<file path="src/rtl/instr_fetch_queue.sv">
// rtl/instr_fetch_queue.sv - PC walker with req/gnt/rvalid fetch and a small instruction FIFO
module instr_fetch_queue #(
  parameter int unsigned DEPTH    = 4,
  parameter logic [31:0] RESET_PC = 32'h0000_0000
) (
  input  logic                     clk_i,
  input  logic                     rst_i,
  input  logic                     start_i,
  output logic                     imem_req_o,
  output logic [31:0]              imem_addr_o,
  input  logic                     imem_gnt_i,
  input  logic                     imem_rvalid_i,
  input  logic [31:0]              imem_rdata_i,
  input  logic                     redirect_i,
  input  logic [31:0]              redirect_pc_i,
  output logic                     instr_valid_o,
  output logic [31:0]              instr_o,
  output logic [31:0]              instr_pc_o,
  input  logic                     instr_ready_i,
  output logic [$clog2(DEPTH):0]   count_o
);
  localparam int unsigned AW = $clog2(DEPTH);
  localparam logic [AW:0] L_DEPTH = (AW+1)'(DEPTH);

  typedef enum logic [1:0] {S_IDLE, S_REQ, S_WAIT, S_DISCARD} state_t;

  state_t        r_state;
  logic [31:0]   r_fetch_pc;
  logic [31:0]   r_pc_mem    [DEPTH];
  logic [31:0]   r_instr_mem [DEPTH];
  logic [AW-1:0] r_rd_ptr;
  logic [AW-1:0] r_wr_ptr;
  logic [AW:0]   r_count;

  logic w_push;
  logic w_pop;
  logic w_room;
  logic w_room_after_push;

  assign w_push            = (r_state == S_WAIT) && imem_rvalid_i && !redirect_i;
  assign w_pop             = (r_count != '0) && instr_ready_i && !redirect_i;
  // Room checks deliberately ignore a same-cycle pop to keep the issue path short.
  assign w_room            = r_count < L_DEPTH;
  assign w_room_after_push = (r_count + 1'b1) < L_DEPTH;

  assign imem_req_o    = (r_state == S_REQ);
  assign imem_addr_o   = r_fetch_pc;
  assign instr_valid_o = (r_count != '0);
  assign instr_o       = r_instr_mem[r_rd_ptr];
  assign instr_pc_o    = r_pc_mem[r_rd_ptr];
  assign count_o       = r_count;

  always_ff @(posedge clk_i or negedge rst_i) begin
    if (!rst_i) begin
      r_state    <= S_IDLE;
      r_fetch_pc <= RESET_PC;
      r_rd_ptr   <= '0;
      r_wr_ptr   <= '0;
      r_count    <= '0;
      for (int i = 0; i < DEPTH; i++) begin
        r_pc_mem[i]    <= '0;
        r_instr_mem[i] <= '0;
      end
    end else if (redirect_i) begin
      r_fetch_pc <= {redirect_pc_i[31:2], 2'b00};
      r_rd_ptr   <= '0;
      r_wr_ptr   <= '0;
      r_count    <= '0;
      // A granted-but-unanswered request must be absorbed before refetching.
      case (r_state)
        S_REQ:             r_state <= imem_gnt_i ? S_DISCARD : (start_i ? S_REQ : S_IDLE);
        S_WAIT, S_DISCARD: r_state <= imem_rvalid_i ? (start_i ? S_REQ : S_IDLE) : S_DISCARD;
        default:           r_state <= start_i ? S_REQ : S_IDLE;
      endcase
    end else begin
      if (w_push) begin
        r_pc_mem[r_wr_ptr]    <= r_fetch_pc;
        r_instr_mem[r_wr_ptr] <= imem_rdata_i;
        r_wr_ptr              <= r_wr_ptr + 1'b1;
      end
      if (w_pop) begin
        r_rd_ptr <= r_rd_ptr + 1'b1;
      end
      r_count <= r_count + {{AW{1'b0}}, w_push} - {{AW{1'b0}}, w_pop};

      case (r_state)
        S_IDLE: begin
          if (start_i && w_room) r_state <= S_REQ;
        end
        S_REQ: begin
          if (imem_gnt_i) r_state <= S_WAIT;
        end
        S_WAIT: begin
          if (imem_rvalid_i) begin
            r_fetch_pc <= r_fetch_pc + 32'd4;
            r_state    <= (start_i && w_room_after_push) ? S_REQ : S_IDLE;
          end
        end
        S_DISCARD: begin
          if (imem_rvalid_i) r_state <= start_i ? S_REQ : S_IDLE;
        end
        default: r_state <= S_IDLE;
      endcase
    end
  end
endmodule

</file>
<file path="config.mk">
export PLATFORM = sky130hd
export DESIGN_NAME = instr_fetch_queue
export DESIGN_NICKNAME = d
export VERILOG_FILES = /design/src/rtl/instr_fetch_queue.sv
export SDC_FILE = /design/constraint.sdc
export NUM_CORES = 1
export LEC_CHECK = 0
export BUFFER_PORTS_ARGS = -buffer_cell sky130_fd_sc_hd__buf_4
export CORE_ASPECT_RATIO = 0.7
export CORE_MARGIN = 3
export CORE_UTILIZATION = 35
export CTS_CLUSTER_SIZE = 16
export DETAILED_ROUTE_END_ITERATION = 10
export PLACE_DENSITY = 0.5
export SLEW_MARGIN = 30
export SYNTH_ARGS = -nofsm -noshare
export SYNTH_HDL_FRONTEND = slang
export SYNTH_SLANG_ARGS = --single-unit
</file>
<file path="constraint.sdc">
create_clock -name clk_i -period 3.2 [get_ports clk_i]
set_input_delay 0.32 -clock clk_i [delete_from_list [all_inputs] [get_ports clk_i]]
set_output_delay 0.32 -clock clk_i [all_outputs]
set_load 0.005 [all_outputs]
</file>
==> flow_metrics.env <==
export IMPL_run_status="complete, no violations"
export IMPL_fin_nets=1162
export IMPL_ff2ff_setup_slack_ns=0.65
export IMPL_power_leakage_uw=0.00770
export IMPL_crit_path_frequent_cell="buf_4"
export IMPL_drt_antenna_violating_nets=0
export IMPL_number_of_global_route_vias_before_repair=8609
export IMPL_worst_r2r_path_cells=5
export IMPL_via_per_inst=5.12
export IMPL_die_width_um=236
export IMPL_tightestPinTransition_ns=0.565
export IMPL_hold_violations=0
export IMPL_ys_async_sr_fraction_pct=100
export IMPL_dpl_hpwl_um=21100
export IMPL_final_period_utilization_pct=83.5
export IMPL_ys_top_cells_by_area="dfrtp_1 (55%), mux2_2 (21%), mux4_2 (11%)"
export IMPL_drv_slew=0
export IMPL_clkSlewWorstSetupHoldPaths_ns=0.06
export IMPL_crit_type="flop to output pin"
export IMPL_vdd_drop_max_uv=336
export IMPL_drt_first_pass_iters=4
export IMPL_drt_iter0_markers=358
export IMPL_grt_pass1_wl_um=51700
export IMPL_post_synthesis_instance_area_um2=13000
export IMPL_endpoint="instr_pc_o[28]"
export IMPL_cts_buffer_depth=3
export IMPL_floorplan_die_area_um2=39500
export IMPL_io_buffer_count=165
export IMPL_number_of_endpoints_failing_setup_at_the_final_stage=0
export IMPL_number_of_synthesized_flops_with_an_enable_pin=0
export IMPL_worst_path_max_delay_cell="dfrtp_4"
export IMPL_critPathRequiredTime_ns=2.88
export IMPL_syn_mean_instance_area_um2=14.8
export IMPL_crit_path_start="r_rd_ptr[0]"
export IMPL_maxCapViolCount=0
export IMPL_num_io_pins=172
export IMPL_dp_cells=1483
export IMPL_clock_tree_htree_level_count=1
export IMPL_post_drt_wl_per_cell_um=20.4
export IMPL_reg2reg_from="imem_addr_o[2]"
export IMPL_grt_util_all_layers_pct=16.5
export IMPL_timing_rr_end="imem_addr_o[28]"
export IMPL_yosys_area_top_type="dfrtp_1"
export IMPL_synthDistinctLibCells=41
export IMPL_synth_seq_area_share_pct=55.2
export IMPL_num_antenna_cells=0
export IMPL_gr_total_overflow=0
export IMPL_cts_buffers=31
export IMPL_crit_path_start_kind="flop"
export IMPL_core_area_um2=36300
export IMPL_crit_path_cell_trace="buf_4 > mux4_2 > buf_4"
export IMPL_unrepaired_setup_endpoints_after_global_routing="false"
export IMPL_routabilityCongestion=0.727
export IMPL_cts_root_buffer="clkbuf_16"
export IMPL_worstSkewPairLatency_ns=0.56
export IMPL_pin_count_of_the_biggest_net_entering_global_routing=74
export IMPL_synth_top_cell_area_share_pct=55.2
export IMPL_routed_wl_um=32300
export IMPL_critPathMaxFanout=15
export IMPL_vias=8121
export IMPL_end_kind="output pin"
export IMPL_cts_tree="yes"
export IMPL_synth_ff_latch_count=287
export IMPL_drcViolationCount=0
export IMPL_worstPathArrival_ns=2.35
export IMPL_filler_cell_count=3343
export IMPL_maximum_single_stage_delay_on_the_critical_path_ns=0.68
export IMPL_yosys_warnings=0
export IMPL_timing_final_crit_period_ns=2.67
export IMPL_clock_sink_count=287
export IMPL_synth_most_common_cell="dfrtp_1"
export IMPL_drive_above_1_share_pct=50.7
export IMPL_area_delta_synth_final_pct=26.3
export IMPL_core_rowCount=58
export IMPL_y_dimension_of_the_die_um=167
export IMPL_timing_hold_worst_class="input pin to flop"
export IMPL_initial_core_util_pct=35.8
export IMPL_timing_setup_tns_ns=0
export IMPL_power_density_nw_per_um2=740
export IMPL_grt_antenna_before_repair=0
export IMPL_synth_commonest_cells="dfrtp_1 (287), mux2_2 (248), mux4_2 (62)"
export IMPL_final_cell_count_no_fill=1587
export IMPL_synthesis_instances=880
export IMPL_synth_main_ff_cell="dfrtp_1"
export IMPL_maxClockFrequency_ghz=0.374
export IMPL_finalClockSkew_ns=0.0143
export IMPL_max_slew_headroom_pct=62.0
==> flip-flops by register name, summed over array words and instances, names as in the netlist <==
signal / count
r_instr_mem: 128
r_pc_mem: 120
imem_addr_o: 30
count_o: 3
r_rd_ptr: 2
r_state: 2
r_wr_ptr: 2
==> kinds of logic after synthesis <==
logic type	share of synthesized area, %
adders and majority gates	0.828
AOI/OAI and AO/OA	2.43
DFF	55.2
xor gates and xnor gates	1.08
and+or+nand+nor	5.28
other	0.0288
buffers and inverters	2.66
muxes	32.5
==> layout by cell type, fill, tap and decap left out, types with 16 or more instances in the layout <==
cell type      netlist  final
a31oi_1             16     16
or4_1               18     18
buf_4                5    178
nor2_1              27     27
mux2_2             248    248
mux4_2              62     62
clkbuf_16            0     31
nand2_1             33     29
dlygate4sd3_1        0     47
o21ai_0             16     16
dfrtp_1            287    285
==> timing repair <==
| item | CTS | global route |
|---|---|---|
| hold endpoints to repair | 174 | 0 |
| setup buffers | 0 | 0 |
| resized for setup | 0 | 0 |
| hold buffers | 47 | 0 |
==> worst max-delay path: cells and delay by family, from the launching register on <==
family,cells,cell delay [ns]
multiplexers,1,0.58
flip-flops,1,0.68
buffers and inverters,2,0.50
==> per-stage QoR <==
stage | setup slack, ns | power [µW] | hold WS, ns | instance area (µm²) | utilization (%)
3_3_place_gp | 0.695 | 8440 | 0.320 | 14900 | 41.0
2_1_floorplan | 0.882 | 6750 | 0.0244 | 13000 | -
3_5_place_dp | 0.670 | 8480 | 0.318 | 14900 | 41.0
4_1_cts | 0.470 | 12400 | 0.0000922 | 16400 | 45.3
6_report | 0.528 | 12100 | 0.0309 | 16400 | 45.3
5_1_grt | 0.375 | 12900 | 0.00344 | 16400 | 45.3
==> area by class of cell <==
class | instances | area (µm²) | area share, %
clock inverter | 12 | 160 | 0.975
tap | 480 | 601 | 3.66
timing repair buffer | 235 | 2000 | 12.2
clock buffer | 45 | 918 | 5.59
sequential | 287 | 7190 | 43.8
multi-input combinational | 518 | 5510 | 33.6
inverter | 10 | 37.5 | 0.229
==> power by group <==
part           internal (µW)  switching (µW)  total, µW  leakage (µW)
clock                   2300            1470       3770      0.000540
combinational           2210            1260       3470       0.00336
sequential              4370             539       4910       0.00379
total                   8880            3270      12100       0.00770
==> worst min path at each step <==
| stage | from | to | slack, ns | cells after the start |
|---|---|---|---|---|
| after floorplan | rst_i | count_o[0] | 0.02 | 0 |
| final | imem_rdata_i[9] | r_instr_mem[73] | 0.03 | 2 |
| after detailed placement | rst_i | r_instr_mem[114] | 0.32 | 1 |
| after global placement | rst_i | r_instr_mem[82] | 0.32 | 1 |
| after CTS | imem_rdata_i[9] | r_instr_mem[73] | 0.00009 | 2 |
| after global routing | redirect_pc_i[26] | imem_addr_o[26] | 0.003 | 3 |
==> per-layer routing <==
metal	part of all wire (%)	wire, µm	GRT usage [%]	up-vias
met1	49	15800	24.1	4300
met4	1.7	537	2.94	0
met2	45	14600	25.7	116
met5	0	0	0	-
li1	-	-	-	3667
met3	4.2	1360	3.46	38
(Power assumes the default switching activity.)
